**src/rtl/usbkbd_event_sched.sv**
```systemverilog
// ============================================================================
// usbkbd_event_sched - services usbkbd report interrupts, diffs successive boot
// reports into key make/break events and queues them in a small FIFO.
// Optional typematic repeat: define USBKBD_TYPEMATIC_EN.
// Revision: 1.0
// ============================================================================
`default_nettype none

module usbkbd_event_sched #(
    parameter int DEPTH        = 16,
    parameter int DELAY_CYCLES = 40000000,
    parameter int RATE_CYCLES  = 2666667
) (
    input  logic                     CLK_I,
    input  logic                     RST_I,
    input  logic [63:0]              report,
    input  logic                     interrupt,
    output logic                     intack,
    output logic                     ev_valid,
    output logic [8:0]               ev_data,
    input  logic                     ev_ready,
    output logic [$clog2(DEPTH):0]   ev_count
);

    localparam int AW = $clog2(DEPTH);
    localparam logic [AW:0] FULL_CNT = (AW+1)'(DEPTH);

    localparam logic [2:0] S_IDLE   = 3'd0;
    localparam logic [2:0] S_ACK    = 3'd1;
    localparam logic [2:0] S_MODS   = 3'd2;
    localparam logic [2:0] S_REL    = 3'd3;
    localparam logic [2:0] S_PRESS  = 3'd4;
    localparam logic [2:0] S_COMMIT = 3'd5;

    logic [2:0]    state_q, state_d;
    logic [2:0]    idx_q, idx_d;
    logic [63:0]   cur_q, cur_d;
    logic [63:0]   prev_q, prev_d;
    logic [8:0]    mem_q [DEPTH];
    logic [AW-1:0] wptr_q, rptr_q;
    logic [AW:0]   cnt_q;

    logic [7:0] cur_slot  [8];
    logic [7:0] prev_slot [8];
    logic [7:0] scan_code;
    logic       in_other, dup, rollover;
    logic       want, full, pop, space, scan_push, advance;
    logic [8:0] push_data;
    logic       fifo_push;
    logic [8:0] fifo_data;

    // Slots 6 and 7 read as zero so idx can address the arrays without range concerns.
    always_comb begin
        for (int k = 0; k < 8; k++) begin
            cur_slot[k]  = 8'h00;
            prev_slot[k] = 8'h00;
        end
        for (int k = 0; k < 6; k++) begin
            cur_slot[k]  = cur_q[16+8*k +: 8];
            prev_slot[k] = prev_q[16+8*k +: 8];
        end
    end

    always_comb begin
        scan_code = (state_q == S_PRESS) ? cur_slot[idx_q] : prev_slot[idx_q];
        in_other  = 1'b0;
        dup       = 1'b0;
        rollover  = 1'b0;
        for (int k = 0; k < 6; k++) begin
            rollover = rollover | (cur_slot[k] == 8'h01);
            if (state_q == S_PRESS) begin
                in_other = in_other | (prev_slot[k] == scan_code);
                if (k < int'(idx_q)) dup = dup | (cur_slot[k] == scan_code);
            end else begin
                in_other = in_other | (cur_slot[k] == scan_code);
                if (k < int'(idx_q)) dup = dup | (prev_slot[k] == scan_code);
            end
        end
        want      = 1'b0;
        push_data = 9'h000;
        case (state_q)
            S_MODS: begin
                want      = cur_q[idx_q] != prev_q[idx_q];
                push_data = {cur_q[idx_q], 8'hE0 | {5'b00000, idx_q}};
            end
            S_REL, S_PRESS: begin
                want      = (scan_code >= 8'h04) && !in_other && !dup;
                push_data = {state_q == S_PRESS, scan_code};
            end
            default: ;
        endcase
    end

    // A pending push stalls the scan only while there is no room, even counting a same-cycle pop.
    assign full      = (cnt_q == FULL_CNT);
    assign pop       = (cnt_q != '0) && ev_ready;
    assign space     = !full || pop;
    assign scan_push = want && space;
    assign advance   = !want || space;

`ifdef USBKBD_TYPEMATIC_EN
    logic        rep_armed_q;
    logic [7:0]  rep_code_q;
    logic [31:0] rep_timer_q;
    logic        rep_push;

    assign rep_push  = rep_armed_q && (rep_timer_q == 32'd0) && (state_q == S_IDLE) && !full;
    assign fifo_push = scan_push || rep_push;
    assign fifo_data = rep_push ? {1'b1, rep_code_q} : push_data;

    // Loading N-1 makes the repeat land exactly N cycles after the push that armed it.
    always_ff @(posedge CLK_I or posedge RST_I) begin
        if (RST_I) begin
            rep_armed_q <= 1'b0;
            rep_code_q  <= 8'h00;
            rep_timer_q <= 32'd0;
        end else if (state_q == S_ACK && rollover) begin
            rep_armed_q <= 1'b0;
        end else if (scan_push && state_q == S_PRESS) begin
            rep_armed_q <= 1'b1;
            rep_code_q  <= scan_code;
            rep_timer_q <= 32'(DELAY_CYCLES - 1);
        end else if (scan_push && state_q == S_REL && scan_code == rep_code_q) begin
            rep_armed_q <= 1'b0;
        end else if (rep_push) begin
            rep_timer_q <= 32'(RATE_CYCLES - 1);
        end else if (rep_armed_q && rep_timer_q != 32'd0) begin
            rep_timer_q <= rep_timer_q - 32'd1;
        end
    end
`else
    assign fifo_push = scan_push;
    assign fifo_data = push_data;
`endif

    always_ff @(posedge CLK_I or posedge RST_I) begin
        if (RST_I) begin
            state_q <= S_IDLE;
            idx_q   <= 3'd0;
            cur_q   <= 64'd0;
            prev_q  <= 64'd0;
            wptr_q  <= '0;
            rptr_q  <= '0;
            cnt_q   <= '0;
            for (int i = 0; i < DEPTH; i++) mem_q[i] <= 9'h000;
        end else begin
            state_q <= state_d;
            idx_q   <= idx_d;
            cur_q   <= cur_d;
            prev_q  <= prev_d;
            if (fifo_push) begin
                mem_q[wptr_q] <= fifo_data;
                wptr_q        <= wptr_q + 1'b1;
            end
            if (pop) rptr_q <= rptr_q + 1'b1;
            case ({fifo_push, pop})
                2'b10:   cnt_q <= cnt_q + 1'b1;
                2'b01:   cnt_q <= cnt_q - 1'b1;
                default: cnt_q <= cnt_q;
            endcase
        end
    end

    always_comb begin
        state_d = state_q;
        idx_d   = idx_q;
        cur_d   = cur_q;
        prev_d  = prev_q;
        case (state_q)
            S_IDLE: begin
                if (interrupt) begin
                    cur_d   = report;
                    state_d = S_ACK;
                end
            end
            S_ACK: begin
                idx_d   = 3'd0;
                state_d = rollover ? S_IDLE : S_MODS;
            end
            S_MODS: begin
                if (advance) begin
                    idx_d = idx_q + 3'd1;
                    if (idx_q == 3'd7) state_d = S_REL;
                end
            end
            S_REL: begin
                if (advance) begin
                    idx_d = idx_q + 3'd1;
                    if (idx_q == 3'd5) begin
                        idx_d   = 3'd0;
                        state_d = S_PRESS;
                    end
                end
            end
            S_PRESS: begin
                if (advance) begin
                    idx_d = idx_q + 3'd1;
                    if (idx_q == 3'd5) begin
                        idx_d   = 3'd0;
                        state_d = S_COMMIT;
                    end
                end
            end
            S_COMMIT: begin
                prev_d  = cur_q;
                state_d = S_IDLE;
            end
            default: state_d = S_IDLE;
        endcase
    end

    always_comb begin
        intack   = (state_q == S_ACK);
        ev_valid = (cnt_q != '0);
        ev_data  = mem_q[rptr_q];
        ev_count = cnt_q;
    end

endmodule

`default_nettype wire
```
**config.mk**
```make
export PLATFORM = sky130hd
export DESIGN_NAME = usbkbd_event_sched
export DESIGN_NICKNAME = d
export VERILOG_FILES = /design/src/rtl/usbkbd_event_sched.sv
export SDC_FILE = /design/constraint.sdc
export NUM_CORES = 1
export LEC_CHECK = 0
export CAP_MARGIN = 20
export CORE_MARGIN = 8
export CORE_UTILIZATION = 61
export DETAILED_ROUTE_END_ITERATION = 12
export GPL_TIMING_DRIVEN = 0
export PLACE_DENSITY = 0.81
export SKIP_CTS_REPAIR_TIMING = 1
export SLEW_MARGIN = 5
export SYNTH_ARGS = -nofsm -noshare
export SYNTH_HDL_FRONTEND = slang
export SYNTH_SLANG_ARGS = --single-unit
export TNS_END_PERCENT = 20
```
**constraint.sdc**
```tcl
create_clock -name CLK_I -period 12 [get_ports CLK_I]
set_input_delay 1.8 -clock CLK_I [delete_from_list [all_inputs] [get_ports CLK_I]]
set_output_delay 1.8 -clock CLK_I [all_outputs]
set_load 0.01 [all_outputs]
```
==> reports/qor.yml <==
vias: 11034
crit_chain: "clkbuf_1, buf_1, mux4_2, mux4_2, clkdlybuf4s50_1"
hold_viol: 0
m1WireLength_mm: 18.9
register_area_um2: 6880
antenna_found_initial: 4
grt_max_degree: 103
cts_sinks: 275
wl_per_cell_um: 25.9
numCtsBuffers: 29
multi_input_area_um2: 7450
cts_root_buffer: "clkbuf_16"
die_h_um: 173
viasPerCell: 6.62
path_class: "flop to output port"
drc_errors: 0
cts_tree: "built"
maxSlewViolCount: 0
mappedNetlistArea_um2: 15100
synth_top_area_share: 0.456
p_leak_nw: 7.30
place_area_um2: 16300
syn_nets: 1293
p_clk_frac: 0.158
drt_pass1_iterations: 5
pwr-share-comb: 0.516
ant_nets: 0
synth_edf_count: 0
cp.arrival_ns: 3.99
synth.distinct_cells: 86
core-area_um2: 24300
fp-row-count: 57
synthCells: 1213
wl_met3_mm: 4.32
powerDensity_nw_per_um2: 320
htree_levels: 1
fin_crit_ns: 5.79
grt_util_all_layers: 0.285
ir_drop_mv: 0.200
fp.dieArea_um2: 30000
clock.fmax_mhz: 173
fin_skew_ns: 0.0197
synth_mux_area_frac: 0.212
sw_frac_of_total: 0.429
finalSetupViolations: 0
fin_crit_sh: 0.483
synthAdderAreaFrac: 0.0105
num_io_pins: 84
crit_path_end_kind: "output port"
synth-xor-area-share: 0.0546
layout_common_cells: "dfrtp_1, mux2_2, clkdlybuf4s50_1"
crit_family: "buffers and inverters"
cpPeakStageDelay_ns: 0.80
ys_ff_latch: 275
worst_pin_slew_ns: 0.976
synth_warnings: 0
die_x_um: 173
cp-start-kind: "flop"
p_sw_mw: 2.36
synth-simple-area-share: 0.0769
fillers: 1697
grt_pass1_wl_mm: 67.1
dp_hpwl_mm: 31.4
cap_violations: 0
hp-class: "flop to flop"
wl_mm: 43.1
area_growth_syn_to_layout_pct: 14.3
synth_compound_area_frac: 0.140
synth.area.top_cells: "dfrtp_1, mux2_2, mux4_2"
grt_pass1_vias: 11265
drt-initial-drc-count: 1378
ys.flop_type: "dfrtp_1"
maxSlewHeadroom: 0.349
hold_ws_ns: 0.484
wl_met2_mm: 18.8
path_common_cell: "mux4_2"
antennaDiodeCount: 0
avgSynthCellArea_um2: 12.4
critPathBufInv: 3
critPathMaxFanout: 10
synth_top_cell_by_area: "dfrtp_1"
start_util: 0.620
synth_top_family_by_area: "multiplexers"
dr.max_layer_used: "met5"
path_clk_slew_ns: 0.07
finalWeightedCongestion: 1.03
finish.utilization: 0.708
critical_path.slowest_cell: "buf_1"
numPortBuffers: 75
required_ns: 10.20
async_flop_share: 1.00
fin_nets: 1403
clk_latency_ns: 0.56
layout_commonest_cell: "dfrtp_1"
clockBufferDepth: 3
intPower_mw: 3.15
rsz0062_at_grt: "no"
status: "finished, final reports clean"
ys_seq_area_frac: 0.456
grt-ovfl-total: 0
final_area_um2: 17200
seq_power_share: 0.327
drive_gt1_frac: 0.260
[worst paths after layout]
check	startpoint	end	slack [ns]	cells past startpoint
worst max register to register	idx_q[0]	ev_count[4]	6.23	24
worst min register to register	mem_q[32]	mem_q[32]	0.48	1
worst max-delay path	rptr_q[0]	ev_data[3]	6.21	5
worst min-delay path	mem_q[32]	mem_q[32]	0.48	1
max in group asynchronous	RST_I	cur_q[57]	9.35	3
min in group asynchronous	RST_I	mem_q[12]	1.74	2
[layout make-up]
| class | instances | share of cell area |
|---|---|---|
| multi-input combinational | 788 | 0.432 |
| sequential | 275 | 0.399 |
| timing repair buffer | 79 | 0.0476 |
| clock buffer | 40 | 0.0463 |
| buffer | 81 | 0.0288 |
| tap | 324 | 0.0235 |
| inverter | 69 | 0.0155 |
| clock inverter | 11 | 0.00668 |
[registers in the layout (all words and copies together), names as in the netlist]
name,count
ev_count,5
state_q,3
prev_q,56
wptr_q,4
idx_q,3
rptr_q,4
mem_q,144
cur_q,56
[layer usage]
metal / global-route usage / vias up
met5: 0 / -
met4: 0.0762 / 6
li1: - / 4751
met3: 0.0780 / 96
met2: 0.413 / 558
met1: 0.417 / 5623
[cells in the mapped netlist, drive strengths merged (28+ instances only)]
| library cell | number |
|---|---|
| dfrtp | 275 |
| mux2 | 171 |
| inv | 69 |
| xor2 | 60 |
| o21ai | 53 |
| nand2 | 51 |
| mux4 | 47 |
| buf | 42 |
| clkbuf | 39 |
| xnor2 | 34 |
| o22ai | 33 |
| o22a | 32 |
| a21oi | 30 |
| nand3 | 28 |
[cell families (layout without fill, tap and decap cells)]
kind of cell	count (synthesis)	in the layout
flip-flops	275	275
AO/OA/AOI/OAI	254	254
multiplexers	228	228
AND/OR/NAND/NOR	200	200
buffers and inverters	150	280
XOR/XNOR	94	94
adder cells (fa/ha/maj)	12	12
[per-stage QoR]
step / TNS, ns / power [mW] / setup slack [ns] / cells
after floorplan: 0 / 3.70 / 2.62 / 1213
after global placement: -138.69 / 4.49 / -0.531 / 1612
after detailed placement: 0 / 4.57 / 6.41 / 1616
after CTS: 0 / 5.46 / 6.18 / 1667
after global routing: 0 / 5.78 / 5.86 / 1667
final: 0 / 5.51 / 6.21 / 1667
[power groups by stage]
stage,Clock (mW),Combinational (mW),Sequential (mW)
after floorplan,0,2.11,1.59
after detailed placement,0,2.79,1.78
final,0.870,2.84,1.80
after global routing,0.911,3.04,1.83
after global placement,0,2.72,1.76
after CTS,0.879,2.80,1.78
No activity file was read; power rests on OpenSTA's default activity.
